File: src/rtl/fir_da_ctrl_if.sv
`default_nettype none
// ============================================================================
// Module   : fir_da_ctrl_if
// Brief    : Handshake and datapath-enable bundle of the DA FIR controller.
// Revision : 1.0 - initial release
// ============================================================================
interface fir_da_ctrl_if #(
    parameter int DATA_W = 8,
    parameter int CNT_W  = $clog2(DATA_W)
);
    logic             i_flush;
    logic             i_in_valid;
    logic             o_in_ready;
    logic             o_load;
    logic             o_acc_clr;
    logic             o_shift_en;
    logic             o_acc_en;
    logic             o_acc_sub;
    logic [CNT_W-1:0] o_bit_idx;
    logic             o_cap_en;
    logic             o_out_valid;
    logic             o_busy;

    // Upstream source plus datapath side of the bundle.
    modport master (
        output i_flush, i_in_valid,
        input  o_in_ready, o_load, o_acc_clr, o_shift_en, o_acc_en,
               o_acc_sub, o_bit_idx, o_cap_en, o_out_valid, o_busy
    );

    // Controller side of the bundle.
    modport slave (
        input  i_flush, i_in_valid,
        output o_in_ready, o_load, o_acc_clr, o_shift_en, o_acc_en,
               o_acc_sub, o_bit_idx, o_cap_en, o_out_valid, o_busy
    );
endinterface
`default_nettype wire

File: src/rtl/fir_da_ctrl.sv
`default_nettype none
// ============================================================================
// Module   : fir_da_ctrl
// Brief    : Load / bit-serial run / capture sequencer for a DA FIR datapath.
// Revision : 1.0 - initial release
// ============================================================================
module fir_da_ctrl #(
    parameter int DATA_W = 8,
    parameter int CNT_W  = $clog2(DATA_W)
) (
    input  wire logic    clk,
    input  wire logic    rst_n,
    fir_da_ctrl_if.slave bus
);
    typedef enum logic [1:0] {
        S_IDLE = 2'd0,
        S_LOAD = 2'd1,
        S_RUN  = 2'd2,
        S_DONE = 2'd3
    } state_t;

    localparam logic [CNT_W-1:0] C_LAST = CNT_W'(DATA_W - 1);

    state_t           r_state;
    state_t           w_state_nxt;
    logic [CNT_W-1:0] r_bit_idx;
    logic [CNT_W-1:0] w_bit_idx_nxt;
    logic             w_last;

    logic w_in_ready;
    logic w_load;
    logic w_shift;
    logic w_done;
    logic w_acc_sub;

    assign w_last = (r_bit_idx == C_LAST);

    always_ff @(posedge clk or negedge rst_n) begin
        if (!rst_n) begin
            r_state   <= S_IDLE;
            r_bit_idx <= '0;
        end else begin
            r_state   <= w_state_nxt;
            r_bit_idx <= w_bit_idx_nxt;
        end
    end

    // Next state; the bit counter is only ever nonzero inside RUN.
    always_comb begin
        w_state_nxt   = r_state;
        w_bit_idx_nxt = '0;
        case (r_state)
            S_IDLE: begin
                if (bus.i_in_valid) w_state_nxt = S_LOAD;
            end
            S_LOAD: begin
                w_state_nxt = S_RUN;
            end
            S_RUN: begin
                if (w_last) begin
                    w_state_nxt = S_DONE;
                end else begin
                    w_bit_idx_nxt = r_bit_idx + CNT_W'(1);
                end
            end
            S_DONE: begin
                w_state_nxt = bus.i_in_valid ? S_LOAD : S_IDLE;
            end
            default: begin
                w_state_nxt = S_IDLE;
            end
        endcase
        if (bus.i_flush) begin
            w_state_nxt   = S_IDLE;
            w_bit_idx_nxt = '0;
        end
    end

    // Outputs depend on registered state only, never on i_in_valid.
    always_comb begin
        w_in_ready = 1'b0;
        w_load     = 1'b0;
        w_shift    = 1'b0;
        w_done     = 1'b0;
        w_acc_sub  = 1'b0;
        case (r_state)
            S_IDLE: w_in_ready = 1'b1;
            S_LOAD: w_load     = 1'b1;
            S_RUN: begin
                w_shift   = 1'b1;
                w_acc_sub = w_last;
            end
            S_DONE: begin
                w_in_ready = 1'b1;
                w_done     = 1'b1;
            end
            default: w_in_ready = 1'b0;
        endcase
    end

    assign bus.o_in_ready  = w_in_ready;
    assign bus.o_load      = w_load;
    assign bus.o_acc_clr   = w_load;
    assign bus.o_shift_en  = w_shift;
    assign bus.o_acc_en    = w_shift;
    assign bus.o_acc_sub   = w_acc_sub;
    assign bus.o_bit_idx   = r_bit_idx;
    assign bus.o_cap_en    = w_done;
    assign bus.o_out_valid = w_done;
    assign bus.o_busy      = w_load | w_shift;

endmodule
`default_nettype wire

File: src/flat_wrapper.sv
// flat-port wrapper written by rule: the top's interface ports become plain ports
module fir_da_ctrl_flat 
#(
    parameter int DATA_W = 8,
    parameter int CNT_W  = $clog2(DATA_W)
)
  (clk, rst_n, bus_i_flush, bus_i_in_valid, bus_o_in_ready, bus_o_load, bus_o_acc_clr, bus_o_shift_en, bus_o_acc_en, bus_o_acc_sub, bus_o_bit_idx, bus_o_cap_en, bus_o_out_valid, bus_o_busy);
  fir_da_ctrl_if #(.DATA_W(DATA_W), .CNT_W(CNT_W)) bus_i ();
  input  wire logic clk;
  input  wire logic rst_n;
  input wire logic [$bits(bus_i.i_flush)-1:0] bus_i_flush;
  input wire logic [$bits(bus_i.i_in_valid)-1:0] bus_i_in_valid;
  output wire logic [$bits(bus_i.o_in_ready)-1:0] bus_o_in_ready;
  output wire logic [$bits(bus_i.o_load)-1:0] bus_o_load;
  output wire logic [$bits(bus_i.o_acc_clr)-1:0] bus_o_acc_clr;
  output wire logic [$bits(bus_i.o_shift_en)-1:0] bus_o_shift_en;
  output wire logic [$bits(bus_i.o_acc_en)-1:0] bus_o_acc_en;
  output wire logic [$bits(bus_i.o_acc_sub)-1:0] bus_o_acc_sub;
  output wire logic [$bits(bus_i.o_bit_idx)-1:0] bus_o_bit_idx;
  output wire logic [$bits(bus_i.o_cap_en)-1:0] bus_o_cap_en;
  output wire logic [$bits(bus_i.o_out_valid)-1:0] bus_o_out_valid;
  output wire logic [$bits(bus_i.o_busy)-1:0] bus_o_busy;
  assign bus_i.i_flush = bus_i_flush;
  assign bus_i.i_in_valid = bus_i_in_valid;
  assign bus_o_in_ready = bus_i.o_in_ready;
  assign bus_o_load = bus_i.o_load;
  assign bus_o_acc_clr = bus_i.o_acc_clr;
  assign bus_o_shift_en = bus_i.o_shift_en;
  assign bus_o_acc_en = bus_i.o_acc_en;
  assign bus_o_acc_sub = bus_i.o_acc_sub;
  assign bus_o_bit_idx = bus_i.o_bit_idx;
  assign bus_o_cap_en = bus_i.o_cap_en;
  assign bus_o_out_valid = bus_i.o_out_valid;
  assign bus_o_busy = bus_i.o_busy;
  fir_da_ctrl #(.DATA_W(DATA_W), .CNT_W(CNT_W)) u_core (.clk(clk), .rst_n(rst_n), .bus(bus_i));
endmodule
File: config.mk
export PLATFORM = sky130hd
export DESIGN_NAME = fir_da_ctrl_flat
export DESIGN_NICKNAME = d
export VERILOG_FILES = /design/src/rtl/fir_da_ctrl_if.sv /design/src/rtl/fir_da_ctrl.sv /design/src/flat_wrapper.sv
export SDC_FILE = /design/constraint.sdc
export NUM_CORES = 1
export LEC_CHECK = 0
export CORE_MARGIN = 2
export CORE_UTILIZATION = 27
export DETAILED_ROUTE_END_ITERATION = 16
export PLACE_DENSITY_LB_ADDON = 0.05
export SYNTH_ARGS = -nofsm -noshare
export SYNTH_HDL_FRONTEND = slang
export SYNTH_SLANG_ARGS = --single-unit
File: constraint.sdc
create_clock -name clk -period 2.7 [get_ports clk]
set_input_delay 0.81 -clock clk [delete_from_list [all_inputs] [get_ports clk]]
set_output_delay 0.81 -clock clk [all_outputs]
set_load 0.01 [all_outputs]
## Yosys cells after proc, flatten, opt, wreduce, memory -nomap -nowiden

Index checks and enable logic that the tools add are counted.
W data, S select, Z words.

| operators by class | value |
|---|---|
| $add $sub $neg | 1 |
| eq/ne operators | 6 |
| multiplexer cells | 13 |
| bitwise operators | 1 |
| reduce and logical (&&, ||, !) cells | 3 |

Operators by type and width:

| kind | number |
|---|---|
| $mux W3 | 3 |
| $pmux W2 S4 | 1 |
| $mux W1 | 6 |
| $mux W2 | 3 |
| $eq A2 B2 Y1 const B | 2 |
| $add A3 B1 Y3 const B | 1 |
| $eq A3 B3 Y1 const B | 1 |
| $ne A3 B2 Y1 const B | 1 |
| $ne A3 B3 Y1 const B | 1 |
| $eq A2 B1 Y1 const B | 1 |
| $logic_not A2 Y1 | 1 |
| $reduce_and A2 Y1 | 1 |
| $reduce_or A2 Y1 | 1 |
| $or A1 B1 Y1 | 1 |

| word-level totals | value |
|---|---|
| register bits after elaboration | 5 |
| input port bits | 4 |
| output and inout bits | 12 |

## Depth between registers and ports, before layout

| depth | value |
|---|---|
| word-level depth | 4 |
| depth in mapped cells | 5 |

## Worst setup path before layout

Ideal clock, no wire load.

| timing path | value |
|---|---|
| path kind | reg2out |
| start point | register u_core.r_bit_idx[0] (netlist: u_core.bus.o_bit_idx[0]) |
| end point | output port bus_o_acc_sub |
| arrival | 1,006 ps |
| required time | 1,890 ps |
| slack | 884 ps |
| cell stages (with the launch flop) | 4 |
| path buffers | 0 |
| cell sequence | dfrtp_1 > ha_1 > ha_1 > and2_1 |

| between the ends | value |
|---|---|
| longest elaborated chain between the ends | 2 |

RTL lines:

| what | RTL line | text |
|---|---|---|
| from (decl) | fir_da_ctrl.sv:26 | `logic [CNT_W-1:0] r_bit_idx;` |
| from (signal assigned) | fir_da_ctrl.sv:44 | `r_bit_idx <= w_bit_idx_nxt;` |
| $eq A3 B3 Y1 | fir_da_ctrl.sv:36 | `assign w_last = (r_bit_idx == C_LAST);` |
| $mux W1 | fir_da_ctrl.sv:86 | `case (r_state)` |
| to (decl) | flat_wrapper.sv:18 | `output wire logic [$bits(bus_i.o_acc_sub)-1:0] bus_o_acc_sub;` |

Every way passes these cells.

## Worst setup path in the final report

| timing path | value |
|---|---|
| start point | register u_core.r_state[0] |
| end point | output port bus_o_acc_sub |

| between the ends | value |
|---|---|
| longest elaborated chain between the ends | 2 |

RTL lines:

| what | RTL line | text |
|---|---|---|
| from (decl) | fir_da_ctrl.sv:24 | `state_t r_state;` |
| from (signal assigned) | fir_da_ctrl.sv:43 | `r_state <= w_state_nxt;` |
| $eq A2 B2 Y1 | fir_da_ctrl.sv:86 |  |
| $mux W1 | fir_da_ctrl.sv:86 |  |

Every way passes these cells.

==> results.cfg <==
[final_layout]
drive_gt1_share_pct = 10.4
diodes = 0
nets = 60
areaGrowthSynthToFinish_pct = 48.3
mostFrequentLayoutCells = clkdlybuf4s50_1, ha_1, dfrtp_1
stdcell_count = 63
final_common_cell = clkdlybuf4s50_1
fin_util_pct = 41.8

[worst_setup_path]
cpPeakStageDelay_ps = 530
worstPathCellList = inv_1, ha_1, and2_1, clkdlybuf4s50_1
crit_fanout = 7
r2r-start = u_core.r_state[0]
slowest_stage = clkdlybuf4s50_1
required_ps = 1890
start_kind = flip-flop
arrival_ps = 1730
path_delay_family = buffers and inverters
rr_worst_depth = 5
cp-end-kind = output port
reg2reg_slack_ps = 1160
critPathBufInv = 2
r2r-end = u_core.r_state[0]
crit_type = flip-flop to output port

[clock_network]
cts_hold_buf = 0
cts_tree = done
clk_latency_ps = 240
cts_buffers = 3
cts_root_buffer = clkbuf_4
htree_levels = 1
cts.sinks = 5
cts_buffer_depth = 2
clkTransAtPathRegs_ps = 40
post_cts_resized = 0
cts_setup_buffers = 0

[grt]
antenna_found_initial = 0
grt_pass1_vias = 267
grt_pass1_wl_mm = 1.08
grt.overflow.total = 0
grt_use_total_pct = 10.7
grt_max_degree = 8

[synth]
synth-seq-area-share_pct = 35.0
synth_warnings = 0
syn_area_per_cell_um2 = 11.2
synthCells = 32
synth_fp_nets = 43
synth_largest_area_cell = dfrtp_1
synth_cell_types = 16
ys_top_cells_by_area = dfrtp_1, ha_1, nor2b_4
ys_ff_latch = 5
yosys.area.top_type_share_pct = 35.0
synthesis.area_um2 = 358

[sta]
fin_skew_ps = 5.57
worstMarginPinSlew_ps = 416
period_minus_slack_ps = 2540
slew_headroom_pct = 71.5
drv_slew = 0
worst_hold_slack_ps = 491
fin_crit_sh_pct = 94.0
rsz0062_at_grt = false
fmax_mhz = 394
final.setup.tns_ps = 0
hold_viol = 0
setup_violations = 0

[route]
ant_nets = 0
wl_per_cell_um = 10.4
drtPass1Iterations = 2
drcViolationCount = 0
drtIter0Drc = 4
routed_wl_um = 656
vias_per_cell = 4.43
via_count = 279

[power]
power_density_mw_per_mm2 = 930
vdd_drop_max_uv = 354
leakage_nw = 0.251

[die]
die_area_mm2 = 0.00163
core_mm2 = 0.00127
die_h_um = 40.4
num_rows = 13
die_w_um = 40.4
start_util_pct = 28.2
boundaryPins = 16

[placed_design]
hpwlAfterDp_um = 516
dp_cells = 59
place.gp.congestion = 0.676
portBuffers = 15

[min_path]
min_from = u_core.bus.o_bit_idx[0]
holdPathStages = 1
worstHoldPathType = flip-flop to flip-flop
holdPathEnd = u_core.bus.o_bit_idx[0]

[job]
max-cap-violations = 0

[outcome]
status = finished clean
routing by layer:
| metal | track usage, % | vias to the layer above | share of wire (%) |
|---|---|---|---|
| met4 | 7.50 | 0 | 0 |
| met2 | 16.7 | 12 | 53 |
| met3 | 5.00 | 0 | 7.0 |
| met1 | 11.2 | 127 | 40 |
| met5 | 0 | - | 0 |
| li1 | - | 140 | - |
sequential cells by signal, summed over array words and instances, names as in the netlist:
name and count:
u_core.r_state 2, u_core.bus.o_bit_idx 3
per-stage QoR:
step / worst slack [ps] / total power [mW] / cell area, um2
floorplan: 884 / 0.291 / 358
global placement: 445 / 0.414 / 504
detailed placement: 416 / 0.413 / 504
CTS: 145 / 0.504 / 531
global route: 42.1 / 0.549 / 531
finish: 161 / 0.493 / 531
how the worst max path moves through the flow:
stage / startpoint / to / slack, ps / cells past startpoint
6_report: u_core.r_state[0] / bus_o_acc_sub / 160 / 4
5_1_grt: u_core.r_state[0] / bus_o_acc_sub / 40 / 4
4_1_cts: u_core.r_state[0] / bus_o_acc_sub / 140 / 4
3_5_place_dp: u_core.r_state[0] / bus_o_acc_sub / 420 / 4
3_3_place_gp: u_core.r_state[0] / bus_o_acc_sub / 450 / 4
2_1_floorplan: u_core.bus.o_bit_idx[0] / bus_o_acc_sub / 880 / 3
worst reg2reg max path: cells and delay by family, from the launching register on:
kind	cells	cell delay, ps
compound gates	1	390
fa+ha+maj	1	280
buf+inv	1	100
flops	1	380
simple gates	2	260
synth_stat cells:
cell type  count
o31ai_1        1
a21oi_1        1
inv_1          3
and3b_1        2
o21ai_0        1
nor2_1         1
and2_1         1
or3_1          1
nor2b_4        2
or2b_1         1
a2111oi_0      1
nor4b_1        1
nor3b_1        1
ha_1           7
buf_4          3
dfrtp_1        5
where the power goes:
part | internal [mW] | leakage [nW] | total (mW) | switching (mW)
Sequential | 0.0917 | 0.0680 | 0.110 | 0.0184
Combinational | 0.174 | 0.168 | 0.299 | 0.125
Clock | 0.0557 | 0.0150 | 0.0840 | 0.0283
Total | 0.322 | 0.251 | 0.493 | 0.172
area by class of cell:
type / instances / area, um2
repair buffers: 15 / 150
inverters: 3 / 11.3
fillers: 121 / 738
flip-flops and latches: 5 / 125
clock buffers: 4 / 26.3
well taps: 15 / 18.8
multi-input cells: 21 / 199
cells by family after synthesis:
kind of cell	after synthesis	share of synthesized area [%]
flip-flops	5	35.0
AO/OA/AOI/OAI	4	7.34
adder cells (fa/ha/maj)	7	24.5
buffers and inverters	6	9.44
AND/OR/NAND/NOR	10	23.8
(Power assumes the default switching activity.)
